===== src/rtl/tmr_scrub_scheduler.sv =====
// Round-robin scrub scheduler for a TMR instance array: sticky pending flags, req/ack to a shared scrub engine.
// Optional TMR_SCRUB_MASK_EN adds mask_i, which keeps masked instances out of the grant scan.
module tmr_scrub_scheduler #(
    parameter int unsigned N       = 10,
    parameter int unsigned IDX_W   = 4,
    parameter int unsigned CNT_W   = 8,
    parameter int unsigned TIMEOUT = 15
) (
    input  logic             clk,
    input  logic             rst,
    input  logic [N-1:0]     err_i,
    input  logic             scrub_ack_i,
`ifdef TMR_SCRUB_MASK_EN
    input  logic [N-1:0]     mask_i,
`endif
    output logic             scrub_req_o,
    output logic [IDX_W-1:0] scrub_sel_o,
    output logic [N-1:0]     pending_o,
    output logic             err_any_o,
    output logic [CNT_W-1:0] err_cnt_o,
    output logic             timeout_o
);

    localparam int unsigned WAIT_W = (TIMEOUT > 1) ? $clog2(TIMEOUT) : 1;

    typedef enum logic {
        IDLE = 1'b0,
        REQ  = 1'b1
    } stateT;

    stateT             state, stateNxt;
    logic [IDX_W-1:0]  ptr, ptrNxt;
    logic [IDX_W-1:0]  sel, selNxt;
    logic [WAIT_W-1:0] waitCnt, waitNxt;
    logic [N-1:0]      pending, pendingNxt;
    logic [N-1:0]      clearMask;
    logic [CNT_W-1:0]  errCnt, errCntNxt;
    logic              timeoutFlag, timeoutNxt;

    logic [N-1:0]      eligible;
    logic [N-1:0]      rotated;
    logic              found;
    logic [IDX_W-1:0]  offs;
    logic [IDX_W:0]    pickSum;
    logic [IDX_W-1:0]  pick;
    logic [IDX_W-1:0]  nextPtr;

`ifdef TMR_SCRUB_MASK_EN
    assign eligible = pending & ~mask_i;
`else
    assign eligible = pending;
`endif

    // Rotate so bit 0 is the instance at ptr, then take the first set bit.
    always_comb begin
        rotated = N'({eligible, eligible} >> ptr);
        found   = 1'b0;
        offs    = '0;
        for (int unsigned j = 0; j < N; j++) begin
            if (!found && rotated[j]) begin
                found = 1'b1;
                offs  = IDX_W'(j);
            end
        end
        pickSum = {1'b0, ptr} + {1'b0, offs};
        if (pickSum >= (IDX_W+1)'(N)) begin
            pickSum = pickSum - (IDX_W+1)'(N);
        end
        pick = IDX_W'(pickSum);
    end

    assign nextPtr = (sel == IDX_W'(N-1)) ? '0 : sel + IDX_W'(1);

    // Next-state and datapath updates; an error arriving with the ack keeps the bit set.
    always_comb begin
        stateNxt   = state;
        ptrNxt     = ptr;
        selNxt     = sel;
        waitNxt    = waitCnt;
        clearMask  = '0;
        errCntNxt  = errCnt;
        timeoutNxt = timeoutFlag;
        case (state)
            IDLE: begin
                if (found) begin
                    selNxt   = pick;
                    waitNxt  = '0;
                    stateNxt = REQ;
                end
            end
            REQ: begin
                if (scrub_ack_i) begin
                    clearMask = N'(1) << sel;
                    if (errCnt != {CNT_W{1'b1}}) begin
                        errCntNxt = errCnt + CNT_W'(1);
                    end
                    ptrNxt   = nextPtr;
                    stateNxt = IDLE;
                end else if (waitCnt == WAIT_W'(TIMEOUT-1)) begin
                    timeoutNxt = 1'b1;
                    ptrNxt     = nextPtr;
                    stateNxt   = IDLE;
                end else begin
                    waitNxt = waitCnt + WAIT_W'(1);
                end
            end
            default: stateNxt = IDLE;
        endcase
        pendingNxt = (pending & ~clearMask) | err_i;
    end

    always_ff @(posedge clk) begin
        if (rst) begin
            state       <= IDLE;
            ptr         <= '0;
            sel         <= '0;
            waitCnt     <= '0;
            pending     <= '0;
            errCnt      <= '0;
            timeoutFlag <= 1'b0;
        end else begin
            state       <= stateNxt;
            ptr         <= ptrNxt;
            sel         <= selNxt;
            waitCnt     <= waitNxt;
            pending     <= pendingNxt;
            errCnt      <= errCntNxt;
            timeoutFlag <= timeoutNxt;
        end
    end

    assign scrub_req_o = (state == REQ);
    assign scrub_sel_o = sel;
    assign pending_o   = pending;
    assign err_any_o   = |pending;
    assign err_cnt_o   = errCnt;
    assign timeout_o   = timeoutFlag;

endmodule

===== config.mk =====
export PLATFORM = sky130hd
export DESIGN_NAME = tmr_scrub_scheduler
export DESIGN_NICKNAME = d
export VERILOG_FILES = /design/src/rtl/tmr_scrub_scheduler.sv
export SDC_FILE = /design/constraint.sdc
export NUM_CORES = 1
export LEC_CHECK = 0
export BUFFER_PORTS_ARGS = -buffer_cell sky130_fd_sc_hd__buf_2
export CAP_MARGIN = 20
export CORE_MARGIN = 2
export CORE_UTILIZATION = 34
export DETAILED_ROUTE_END_ITERATION = 10
export HOLD_SLACK_MARGIN = 0.05
export PLACE_DENSITY_LB_ADDON = 0.3
export RECOVER_POWER = 50
export SYNTH_ARGS = -nofsm -noshare
export SYNTH_HDL_FRONTEND = slang
export SYNTH_SLANG_ARGS = --single-unit

===== constraint.sdc =====
create_clock -name clk -period 7.1 [get_ports clk]
set_clock_uncertainty 0.15 [all_clocks]
set_input_delay 0.355 -clock clk [delete_from_list [all_inputs] [get_ports clk]]
set_output_delay 0.355 -clock clk [all_outputs]
set_load 0.02 [all_outputs]

### Word-level counts from Yosys, hierarchy flattened

Index checks and enable logic that the tools add are counted.
W data, S select, Z words.

* input port bits: 13
* bits in registers: 32
* word-level logic and storage cells: 84
* output and inout bits: 25

* reduce and logical (&&, ||, !) cells: 25
* bitwise gates (word level): 5
* $lt $le $gt $ge: 1
* mux-type cells: 33
* add/sub/neg operators: 5
* shift-type cells: 2
* equal/unequal tests: 6

Operators by type and width (count)
* $mux W4: 15
* $mux W10: 2
* $shr A20 B4 Y10: 1
* $mux W1: 14
* $and A10 B10 Y10: 1
* $not A10 Y10: 1
* $or A10 B10 Y10: 1
* $reduce_or A10 Y1: 1
* $shl A1 B4 Y10 const A: 1
* $logic_and A1 B1 Y1: 9
* $logic_not A1 Y1: 9
* $reduce_and A3 Y1: 3
* $add A4 B1 Y4 const B: 2
* $add A8 B1 Y8 const B: 1
* $eq A4 B4 Y1 const B: 2
* $ne A8 B8 Y1 const B: 1
* $pmux W4 S2: 1
* $ne A2 B2 Y1 const B: 3
* $add A4 B4 Y5: 1
* $ge A5 B4 Y1 const B: 1
* $reduce_and A2 Y1: 2
* $sub A4 B4 Y4 const B: 1
* $not A1 Y1: 2
* $pmux W1 S2: 1
* $reduce_bool A2 Y1: 1

### Depth between registers and ports, before layout

Gate-level depths: netlist of run 1.

* depth after elaboration: 32
* gate-level depth with buffers: 18

### Least setup slack after synthesis of run 1

OpenSTA, ideal clock, no wires.

* kind: reg2reg
* from: register ptr[1]
* to: register sel[2], in the netlist scrub_sel_o[2]
* stages on the path, launching flop included: 19
* period minus slack after synthesis: 3.882 ns
* arrival: 3.667 ns
* path slack: 3.218 ns
* cells stage by stage: dfxtp_1 > buf_2 > buf_4 > buf_4 > mux2i_1 > nor2_1 > a2111oi_0 > a31oi_1 > o21ai_0 > o311ai_1 > ha_1 > fa_1 > xnor2_1 > ha_1 > o2bb2ai_1 > a22oi_1 > mux2i_1 > mux2i_1 > nor2_1

* longest elaborated chain between the ends: 32

Ends and longest elaborated chain
* start, declared: line 32 `logic [IDX_W-1:0] ptr, ptrNxt;`
* start signal, assigned: line 123 `ptr <= ptrNxt;`
* $shr A20 B4 Y10: line 56 `rotated = N'({eligible, eligible} >> ptr);`
* $mux W1: line 60 `if (!found && rotated[j]) begin`
* $logic_not A1 Y1: line 60
* $logic_and A1 B1 Y1: line 60
* $mux W1: line 60
* $logic_not A1 Y1: line 60
* $logic_and A1 B1 Y1: line 60
* $mux W1: line 60
* [... 16 more ...]
* $logic_and A1 B1 Y1: line 60
* $mux W1: line 60
* $logic_not A1 Y1: line 60
* $logic_and A1 B1 Y1: line 60
* $mux W4: line 60
* $add A4 B4 Y5: line 65 `pickSum = {1'b0, ptr} + {1'b0, offs};`
* $sub A4 B4 Y4 / $ge A5 B4 Y1 (equally long branches): line 67, 66
* $mux W4: line 66 `if (pickSum >= (IDX_W+1)'(N)) begin`
* end signal, assigned: line 124 `sel <= selNxt;`
* end, declared: line 33 `logic [IDX_W-1:0] sel, selNxt;`

Several ways; a longest one is shown, not always the timed one.
A chain may end at the register's enable or synchronous reset.

### Worst setup path after layout of run 1

* from: register ptr[1]
* to: register sel[1], in the netlist scrub_sel_o[1]

The elaborated chain is that of the path after synthesis.

==> results of run 1 <==
## layout make-up
cell class,count,share of cell area
Clock buffer,7,0.0345
Timing Repair Buffer,38,0.0586
Multi-Input combinational cell,243,0.621
Inverter,9,0.0121
Sequential cell,32,0.229
Tap cell,99,0.0443
## cells by family (layout without fill, tap and decap cells)
logic type / Yosys count / in the layout / synth area share
AND/OR/NAND/NOR: 117 / 117 / 0.226
AO/OA/AOI/OAI: 73 / 73 / 0.197
multiplexers: 34 / 34 / 0.186
flip-flops: 32 / 32 / 0.256
buffers and inverters: 24 / 54 / 0.0481
adder cells (fa/ha/maj): 11 / 11 / 0.0581
XOR/XNOR: 8 / 8 / 0.0280
## metal layers
layer  GRT usage  up-vias  part of all wire
li1            -     1156                 -
met2       0.251       49              0.48
met5           0        -                 0
met3      0.0386       15             0.037
met4      0.0679        0             0.023
met1       0.191     1077              0.46
## synth_stat cells, types with 3 or more instances
cell type / instances
o21ai_0: 14
a21oi_1: 22
clkbuf_1: 7
nor2_1: 47
buf_2: 3
or3_1: 4
mux2_4: 3
nand3_1: 8
xor2_1: 4
nand2b_1: 7
mux2_2: 6
nor2b_1: 6
and2_1: 5
buf_4: 3
ha_1: 10
inv_1: 9
xnor2_1: 4
mux4_2: 6
a211oi_1: 3
nor3_1: 5
a22oi_1: 5
dfxtp_1: 32
a221oi_1: 4
nand2_1: 19
nand4_1: 5
mux2i_1: 15
## worst paths after layout
check	from	to	depth (start not counted)
max	ptr[1]	scrub_sel_o[1]	16
min	err_i[7]	pending_o[7]	3
max reg2reg	ptr[1]	scrub_sel_o[1]	16
min reg2reg	timeout_o	timeout_o	2
## power breakdown
part           switching (mW)  internal [mW]  total, mW  leakage, nW
logic                   0.113         0.0935      0.206        0.713
clock network          0.0660         0.0863      0.152       0.0503
registers              0.0361          0.192      0.228        0.263
## worst max-delay path, delay by kind of cell, from the launching register on
| family | cells | cell delay (ns) |
|---|---|---|
| compound gates | 8 | 1.92 |
| xor+xnor | 2 | 0.31 |
| fa+ha+maj | 3 | 0.86 |
| buf+inv | 1 | 0.34 |
| flops | 1 | 0.72 |
| mux | 1 | 0.12 |
| simple gates | 1 | 0.13 |
## per-stage QoR
| step | setup slack, ns | cell area, um^2 |
|---|---|---|
| after floorplan | 3.22 | 2500 |
| after global placement | 2.59 | 2730 |
| after detailed placement | 2.48 | 2730 |
| after CTS | 2.46 | 2830 |
| after global routing | 2.00 | 2800 |
| final | 2.45 | 2800 |
## sequential cells by signal, summed over array words and instances (netlist names)
name         count
pending_o       10
err_cnt_o        8
ptr              4
scrub_sel_o      4
waitCnt          4
scrub_req_o      1
timeout_o        1
==> impl_metrics.ini, run 1 <==
[status]
status = finished, final reports clean

[route]
vias = 2297
routedWlPerCell_um = 14.3
via_per_inst = 5.37
ant_nets = 0
drc = 0
drt_iter0_drc = 122
drt_first_pass_iters = 4
wirelength_um = 6140

[global_routing]
overflow = 0
antenna_found_initial = 0
grt_pass1_vias = 2214
grt_pass1_wl_um = 10300
grt_start_max_net_pins = 33
grt_usage = 0.153

[synthesis]
syn-cell-area_um2 = 2500
synth_top_cell_area_share = 0.256
netlist_instances = 299
synthTopCellsByArea = dfxtp_1, nor2_1, mux2i_1
synth_ff_type = dfxtp_1
avgSynthCellArea_um2 = 8.36
synth_seq_area_share = 0.256
yosys_warnings = 0
ys_ff_latch = 32
synth_cell_type_count = 58
syn_nets = 323
async_flop_share = 0
yosysTopAreaCell = dfxtp_1
synth-edff-count = 0

[sta]
tightest_slew_ns = 0.934
min_period_over_period = 0.655
maxSlewHeadroom = 0.376
setup_violations = 0
report.final.slew_viol_count = 0
max_freq_mhz = 215
tns_ns = 0
rsz0062_at_grt = false
timing.hold.ws_ns = 0.124
hold_viol = 0
layout_min_cycle_time_ns = 4.65

[critical_path]
crit_path_end_kind = flop
reg2reg_slack_ns = 2.45
crit_slowest_cell = dfxtp_1
slowest_delay_ns = 0.72
critPathKind = flop to flop
critPathMaxFanout = 14
worstPathRequired_ns = 7.14
start_kind = flop
cp.arrival_ns = 4.69
cp_cell_sequence = buf_4 -> nor2b_1 -> a22oi_1 -> mux2i_1 -> a2111oi_0 -> a31oi_1 -> o21ai_0 -> o311ai_1 -> ha_1 -> fa_1 -> xnor2_1 -> ha_1 -> o2bb2ai_1 -> a22oi_1 -> xnor2_1 -> a211oi_1

[cts]
cts_num_sinks = 32
numCtsBuffers = 5
worstSkewPairLatency_ns = 0.28
postCtsSetupBuffers = 0
ctsHtreeMaxLevel = 2
ctsResizeCount = 0
cts_buffer_depth = 2
cts_tree = built
clkSlewWorstSetupHoldPaths_ns = 0.07
cts-hold-fix-buffers = 0
clockRootBuffer = clkbuf_8

[place]
hpwl_um = 4610
placed_cells = 421
io_buffers = 37
place_congestion = 0.820

[floorplan]
die_h_um = 89.7
initial_utilization = 0.348
die-area_um2 = 8050
rows = 31
fp.dieW_um = 89.7
io_pins = 38
coreArea_um2 = 7180

[flow_run]
drv_cap = 0

[power]
p_per_area_nw_per_um2 = 210
power_leakage_nw = 1.03
finalPower_mw = 0.587
peakVddDrop_v = 0.000110

[finish]
multi_input_area_um2 = 1740
final_common_cell = nor2_1
final_cells = 428
layout-drive-gt1-share = 0.137
insertedDiodeCount = 0
register_area_um2 = 641
layout_common_cells = nor2_1, dfxtp_1, clkbuf_1
fin_nets = 353
area_growth_pct = 11.9
n_fill_cell = 749
final_core_util = 0.390

[worst_hold_path]
hold_class = primary input to flop
Power figures use the tool's default switching activity.
==> inputs of run 2 (changes only) <==
Clock period 7.1 ns to 4.8 ns, I/O delays scaled along.
==> run 2 against run 1 <==
Die area unchanged. Via count grew 3.5%. Sequential share of layout area is 0.82 points lower. Sequential power rose by 46%. Core utilization rose by 1.5 points. Cell count increased by 3.0%. Worst setup slack worse by 2.1 ns. Hold slack better by 0.049 ns. Critical path depth did not move. Routed wire length rose by 5.1%. Non-clock buffer count is 12 higher. Highest routed layer unchanged.
==> impl_metrics.ini, run 2 (synthesis gave the netlist of run 1 again) <==
[status]
status = finished, final reports clean

[place]
hpwl_um = 4700
place_area_um2 = 2740
placed_cells = 423
io_buffers = 37
place_congestion = 0.851

[floorplan]
die_h_um = 89.7
io_pins = 38
rows = 31
coreArea_um2 = 7180
die-area_um2 = 8050
initial_utilization = 0.348
fp.dieW_um = 89.7

[critical_path]
worstPathRequired_ns = 4.86
critPathMaxFanout = 17
crit_start = ptr[3]
crit_path_end_kind = flop
start_kind = flop
critPathKind = flop to flop
r2r-start = ptr[3]
cp.arrival_ns = 4.48

[sta]
min_period_over_period = 0.921
setup_violations = 0
hold_viol = 0
timing.hold.ws_ns = 0.173
report.final.slew_viol_count = 0
rsz0062_at_grt = false
tns_ns = 0
maxSlewHeadroom = 0.603
tightest_slew_ns = 0.596
layout_min_cycle_time_ns = 4.42
max_freq_mhz = 226

[route]
drt_iter0_drc = 110
drc = 0
vias = 2378
drt_first_pass_iters = 4
wirelength_um = 6450
via_per_inst = 5.39
routedWlPerCell_um = 14.6
ant_nets = 0

[global_routing]
met3_usage = 0.0285
gr-max-usage-layer = met2
use_met2 = 0.262
grt_usage = 0.156
grt_start_max_net_pins = 33
grt_pass1_wl_um = 10600
grt_pass1_vias = 2230
overflow = 0
use_met1 = 0.198
antenna_found_initial = 0

[cts]
cts_num_sinks = 32
cts_buffer_depth = 2
cts_tree = built
clockRootBuffer = clkbuf_8
ctsHtreeMaxLevel = 2
numCtsBuffers = 5
clkSlewWorstSetupHoldPaths_ns = 0.07
worstSkewPairLatency_ns = 0.28

[worst_hold_path]
hp-start = scrub_ack_i
hold_class = primary input to flop

[power]
power_leakage_nw = 1.07
peakVddDrop_v = 0.000172
p_per_area_nw_per_um2 = 299

[finish]
n_fill_cell = 756
final_common_cell = nor2_1
final_core_util = 0.405
largest_reg_flops = 10
final_area_um2 = 2910
layout-drive-gt1-share = 0.135
insertedDiodeCount = 0
area_growth_pct = 16.3
final_cells = 441
fin_nets = 365
layout_common_cells = nor2_1, dfxtp_1, clkbuf_1

[flow_run]
drv_cap = 0
-- run 2: changes by cell type in the layout (fill, tap and decap cells not counted) --
cell and change:
clkbuf_8 -1, buf_2 -1, clkbuf_1 +3, dlygate4sd3_1 +10
buf_4 +2, dfxtp_2 +1, dfxtp_1 -1
-- run 2: per-stage QoR --
step | setup slack (ns) | power [mW]
2_1_floorplan | 0.918 | 0.577
3_3_place_gp | 0.389 | 0.648
3_5_place_dp | 0.165 | 0.653
4_1_cts | 0.148 | 0.875
5_1_grt | 0.0386 | 0.925
6_report | 0.380 | 0.868
-- run 2: timing repair --
item                                    in CTS  in global routing
gates resized for setup                      0                  1
setup buffers                                0                  0
endpoints found under the setup margin       0                  3
hold endpoints to repair                    10                  0
hold buffers                                10                  0
-- run 2: final cells by class --
cell class	count	area, um^2	area share
Tap cell	99	124	0.0426
Sequential cell	32	642	0.221
Clock buffer	8	90.1	0.0310
Multi-Input combinational cell	243	1740	0.598
Inverter	9	33.8	0.0116
Timing Repair Buffer	50	278	0.0956
-- run 2: path summary, 6_finish.rpt --
kind         cells past startpoint        endpoint  slack (ns)
max reg2reg                     16  scrub_sel_o[2]        0.38
min reg2reg                      2       timeout_o        0.34
max                             16  scrub_sel_o[2]        0.38
min                              4    pending_o[9]        0.17
-- run 2: critical path, stage by stage, from the launching register on --
cell and delay [ns]:
dfxtp_2 0.58, mux2_4 0.36, a22oi_1 0.38, mux2i_1 0.12
a2111oi_0 0.41, a31oi_1 0.08, o21ai_0 0.20, o311ai_1 0.13
ha_1 0.22, fa_1 0.41, xnor2_1 0.18, ha_1 0.24
o2bb2ai_1 0.13, a22oi_1 0.30, mux2i_1 0.24, mux2i_1 0.09
nor2_1 0.11
-- run 2: report_power, final --
part           total [mW]  switching [mW]  internal [mW]  leakage (nW)
Clock               0.215          0.0983          0.117        0.0455
Combinational       0.319           0.174          0.145         0.762
Sequential          0.334          0.0495          0.284         0.263
-- run 2: layer usage --
metal | routed length, um | share of wire | vias to the layer above
met2 | 3070 | 0.48 | 53
met5 | 0 | 0 | -
met1 | 3020 | 0.47 | 1130
li1 | - | - | 1181
met3 | 194 | 0.030 | 14
met4 | 164 | 0.025 | 0
